--- config.mk ---
export PLATFORM = sky130hd
export DESIGN_NAME = fsm_sequenciador_linha
export DESIGN_NICKNAME = d
export VERILOG_FILES = /design/src/rtl/fsm_sequenciador_linha.sv
export SDC_FILE = /design/constraint.sdc
export NUM_CORES = 1
export LEC_CHECK = 0
export BUFFER_PORTS_ARGS = -buffer_cell sky130_fd_sc_hd__buf_2
export CORE_ASPECT_RATIO = 0.9
export CORE_MARGIN = 2
export CORE_UTILIZATION = 35
export CTS_CLUSTER_SIZE = 28
export DETAILED_ROUTE_END_ITERATION = 10
export PLACE_DENSITY_LB_ADDON = 0.05
export SYNTH_ARGS = -nofsm -noshare
export SYNTH_HDL_FRONTEND = slang
export SYNTH_SLANG_ARGS = --single-unit
--- constraint.sdc ---
create_clock -name CLOCK -period 1.42 [get_ports CLOCK]
set_input_delay 0.213 -clock CLOCK [delete_from_list [all_inputs] [get_ports CLOCK]]
set_output_delay 0.213 -clock CLOCK [all_outputs]
set_load 0.005 [all_outputs]
--- src/rtl/fsm_sequenciador_linha.sv ---
// Bottling-line station sequencer: conveyor, fill hand-off, corking timer and per-box counting.
// Sits above the filling FSM; stuck or lost fills latch into a sticky error state.
module fsm_sequenciador_linha #(
    parameter int unsigned TIMEOUT_ENCHER = 1000,
    parameter int unsigned TEMPO_ROLHA    = 50,
    parameter int unsigned LOTE           = 12,
    parameter int unsigned CNT_W          = 8
) (
    input  logic             CLOCK,
    input  logic             RESET,
    input  logic             START,
    input  logic             SENSOR_POSICAO,
    input  logic             GARRAFA_CHEIA,
    output logic             MOTOR_ESTEIRA,
    output logic             GARRAFA_PRESENTE,
    output logic             ATUADOR_ROLHA,
    output logic             CAIXA_COMPLETA,
    output logic             ERRO_TIMEOUT,
    output logic [CNT_W-1:0] CONTADOR_GARRAFAS
);

    localparam int unsigned TMAX = (TIMEOUT_ENCHER > TEMPO_ROLHA) ? TIMEOUT_ENCHER : TEMPO_ROLHA;
    localparam int unsigned TW   = (TMAX > 1) ? $clog2(TMAX) : 1;

    localparam logic [TW-1:0]    FIM_ENCHER = TW'(TIMEOUT_ENCHER - 1);
    localparam logic [TW-1:0]    FIM_ROLHA  = TW'(TEMPO_ROLHA - 1);
    localparam logic [CNT_W-1:0] LOTE_CNT   = CNT_W'(LOTE);

    typedef enum logic [2:0] {
        StParado   = 3'd0,
        StAvancar  = 3'd1,
        StEncher   = 3'd2,
        StArrolhar = 3'd3,
        StLiberar  = 3'd4,
        StErro     = 3'd5
    } estado_e;

    estado_e          estado_q, estado_d;
    logic [TW-1:0]    timer_q, timer_d;
    logic [CNT_W-1:0] contador_q, contador_d;
    logic [CNT_W-1:0] contador_inc;
    logic             caixa_q, caixa_d;

    always_comb begin
        estado_d     = estado_q;
        timer_d      = '0;
        contador_d   = contador_q;
        contador_inc = contador_q + CNT_W'(1);
        caixa_d      = 1'b0;

        case (estado_q)
            StParado: begin
                if (START) estado_d = StAvancar;
            end
            StAvancar: begin
                // A stop request beats a bottle arriving in the same cycle.
                if (!START)              estado_d = StParado;
                else if (SENSOR_POSICAO) estado_d = StEncher;
            end
            StEncher: begin
                timer_d = timer_q + TW'(1);
                if (GARRAFA_CHEIA)              estado_d = StArrolhar;
                else if (!SENSOR_POSICAO)       estado_d = StErro;
                else if (timer_q == FIM_ENCHER) estado_d = StErro;
            end
            StArrolhar: begin
                timer_d = timer_q + TW'(1);
                if (timer_q == FIM_ROLHA) begin
                    estado_d = StLiberar;
                    if (contador_inc == LOTE_CNT) begin
                        contador_d = '0;
                        caixa_d    = 1'b1;
                    end else begin
                        contador_d = contador_inc;
                    end
                end
            end
            StLiberar: begin
                // The released bottle must clear the sensor before anything else happens.
                if (!SENSOR_POSICAO) estado_d = START ? StAvancar : StParado;
            end
            StErro: begin
                estado_d = StErro;
            end
            default: begin
                estado_d = StParado;
            end
        endcase

        if (estado_d != estado_q) timer_d = '0;
    end

    always_ff @(posedge CLOCK or posedge RESET) begin
        if (RESET) begin
            estado_q   <= StParado;
            timer_q    <= '0;
            contador_q <= '0;
            caixa_q    <= 1'b0;
        end else begin
            estado_q   <= estado_d;
            timer_q    <= timer_d;
            contador_q <= contador_d;
            caixa_q    <= caixa_d;
        end
    end

    always_comb begin
        MOTOR_ESTEIRA     = (estado_q == StAvancar) || (estado_q == StLiberar);
        GARRAFA_PRESENTE  = (estado_q == StEncher) || (estado_q == StArrolhar);
        ATUADOR_ROLHA     = (estado_q == StArrolhar);
        ERRO_TIMEOUT      = (estado_q == StErro);
        CAIXA_COMPLETA    = caixa_q;
        CONTADOR_GARRAFAS = contador_q;
    end

endmodule

==> flow_summary.json <==
{
  "grt_setup_unrepaired": "yes",
  "vias_per_cell": 5.06,
  "dp_slack_ps": -224,
  "crit_start": "timer_q[0]",
  "wirelength_um": 2850,
  "layout.nets": 183,
  "path_class": "flip-flop to flip-flop",
  "clk_latency_ps": 260,
  "ys_seq_area_frac": 0.455,
  "overflow": 0,
  "cts_root_buf": "clkbuf_8",
  "yosys-top-cells-area": "dfrtp_1 46%, nand4_1 5.2%, xor2_1 5.1%, nor3_1 4.6%, xnor2_1 4.3%",
  "hold_viol_final": 0,
  "power_leakage_uw": 0.000884,
  "tightest_slew_ps": 343,
  "drt_iter0_drc": 75,
  "die_area_um2": 3940,
  "crit_cells": 6,
  "grt_pass1_vias": 1039,
  "syn_to_final_growth_pct": 58.5,
  "fin_crit_sh": 1.11,
  "ys_ff_latch": 22,
  "cp_cell_sequence": "ha_2 -> and2_4 -> a311oi_4 -> o21ai_4 -> clkbuf_16 -> nor3_2",
  "max_stage_delay_ps": 420,
  "outcome": "finished with violations",
  "period_needed_ps": 1580,
  "diodes": 0,
  "start_kind": "flip-flop",
  "synth-edff-count": 0,
  "clock-sinks": 22,
  "synth_common_cells": "22 x dfrtp_1, 11 x nor3_1, 10 x nand2_1, 10 x nand4_1, 7 x xor2_1",
  "port_buffers": 17,
  "clock.fmax_mhz": 632,
  "setup_viol": 21,
  "final-seq-area_um2": 552,
  "worstSetupEndpointType": "flip-flop",
  "drv_slew": 0,
  "die_w_um": 66.0,
  "async_flop_share": 1.00,
  "setup_tns_ps": -2500,
  "vias": 1103,
  "drc_errors": 0,
  "setup_ws_ps": -163,
  "p_per_area_nw_per_um2": 1400,
  "irDropWorstVdd_v": 0.000892,
  "fp.dieH_um": 59.8,
  "io_pins": 18,
  "hold_path.class": "input port to flip-flop",
  "min_from": "START",
  "grt_usage": 0.160,
  "clockBufferDepth": 2,
  "cap_violations": 0,
  "dp_hpwl_um": 2030,
  "syn-cell-area_um2": 1210,
  "synth_area_leader_cell": "dfrtp_1",
  "crit_fanout": 5,
  "cts_buffers": 3,
  "final.fill_count": 318,
  "placed_area_um2": 1620,
  "synth_top_flop_cell": "dfrtp_1",
  "clkTransAtPathRegs_ps": 80,
  "hold-path-cell-count": 3,
  "ant_nets": 0,
  "min_to": "estado_q[1]",
  "crit_family": "compound AO/OA/AOI/OAI gates",
  "dr.pass1.iters": 4,
  "start_util": 0.361,
  "cp_slowest_cell": "dfrtp_1",
  "antenna_found_initial": 0,
  "power_uw": 2680,
  "max-slew-margin-rel": 0.771,
  "r2r_cells": 6,
  "r2r-start": "timer_q[0]",
  "grt_pass1_wl_um": 4850,
  "std_cell_rows": 20,
  "cp.arrival_ps": 1780,
  "postSynthCellCount": 120,
  "yosysUniqueCellTypes": 36,
  "worstPathRequired_ps": 1610,
  "gp_congestion": 0.864,
  "postSynthAreaPerCell_um2": 10.1,
  "fin_area_um2": 1920,
  "cts_max_level": 1,
  "final_util": 0.572,
  "yosys_warnings": 0,
  "multi_input_area_um2": 776,
  "synth_top_area_frac": 0.455,
  "syn_nets": 128,
  "synth.most_common_cell": "dfrtp_1",
  "skew_ps": 3.26,
  "violations": "negative setup slack",
  "drive_gt1_frac": 0.494,
  "timing.rr.end": "timer_q[9]",
  "wl_per_cell_um": 13.1,
  "path_buf_inv": 1,
  "grt_start_max_net_pins": 23,
  "r2r_slack_ps": -160,
  "cts_tree": "yes",
  "core_area_um2": 3350
}
-- area by class of cell --
cell class / count / share of cell area
Multi-Input combinational cell: 89 / 0.404
Sequential cell: 22 / 0.288
Timing Repair Buffer: 54 / 0.231
Tap cell: 44 / 0.0287
Clock buffer: 3 / 0.0215
Clock inverter: 1 / 0.0157
Inverter: 5 / 0.0111
-- state kept, by name, indices dropped and copies added (netlist names) --
| signal | cells |
|---|---|
| CONTADOR_GARRAFAS | 8 |
| estado_q | 3 |
| CAIXA_COMPLETA | 1 |
| timer_q | 10 |
-- per-stage QoR --
| stage | std cells | hold WS [ps] |
|---|---|---|
| after floorplan | 120 | 202 |
| after global placement | 204 | 262 |
| after detailed placement | 204 | 267 |
| after CTS | 216 | 205 |
| after global routing | 218 | 239 |
| final | 218 | 210 |
-- cells by family after synthesis --
kind of cell               share of synthesized area
xor gates and xnor gates                      0.0941
and+or+nand+nor                                0.257
buffers and inverters                         0.0445
AOI/OAI and AO/OA                              0.118
DFF                                            0.455
adders and majority gates                     0.0310
-- worst register-to-register path, cell delays in order (launching register included) --
cell	delay, ps
dfrtp_1	420
ha_2	200
and2_4	160
a311oi_4	320
o21ai_4	120
clkbuf_16	180
nor3_2	130
-- layout by cell type, fill, tap and decap left out, drive strengths merged, types with 2 or more instances in the layout --
cell / netlist / layout
buf: 4 / 52
nand2: 10 / 10
nor2: 6 / 6
dfrtp: 22 / 22
nand4: 10 / 10
a41oi: 2 / 2
o21ai: 7 / 7
inv: 5 / 5
xnor2: 6 / 6
clkbuf: 0 / 4
xor2: 7 / 7
and3: 5 / 5
nand3: 4 / 4
and2: 2 / 2
nor3: 11 / 11
ha: 3 / 3
-- power breakdown --
group / internal [µW] / switching, µW
Sequential: 680 / 49.3
Combinational: 740 / 624
Clock: 377 / 214
-- what timing repair did --
| item | in CTS | in global routing |
|---|---|---|
| hold buffers | 1 | 0 |
| setup buffers | 7 | 1 |
| endpoints found under the hold margin | 22 | 0 |
| pin swaps | 10 | 9 |
| gates resized for setup | 15 | 16 |
| setup endpoints to repair | 23 | 26 |
| cloned | 0 | 1 |
-- layer usage --
layer | track usage | share of wire
met5 | 0 | 0
met2 | 0.274 | 0.50
met4 | 0.0496 | 0.0074
met3 | 0.0226 | 0.034
met1 | 0.212 | 0.45
-- worst max-delay path by stage --
stage | to | slack, ps
floorplan | timer_q[0] | -50
global placement | CONTADOR_GARRAFAS[7] | -190
detailed placement | CONTADOR_GARRAFAS[6] | -220
CTS | timer_q[2] | -170
global route | timer_q[7] | -240
finish | timer_q[9] | -160
Power figures use the tool's default switching activity.
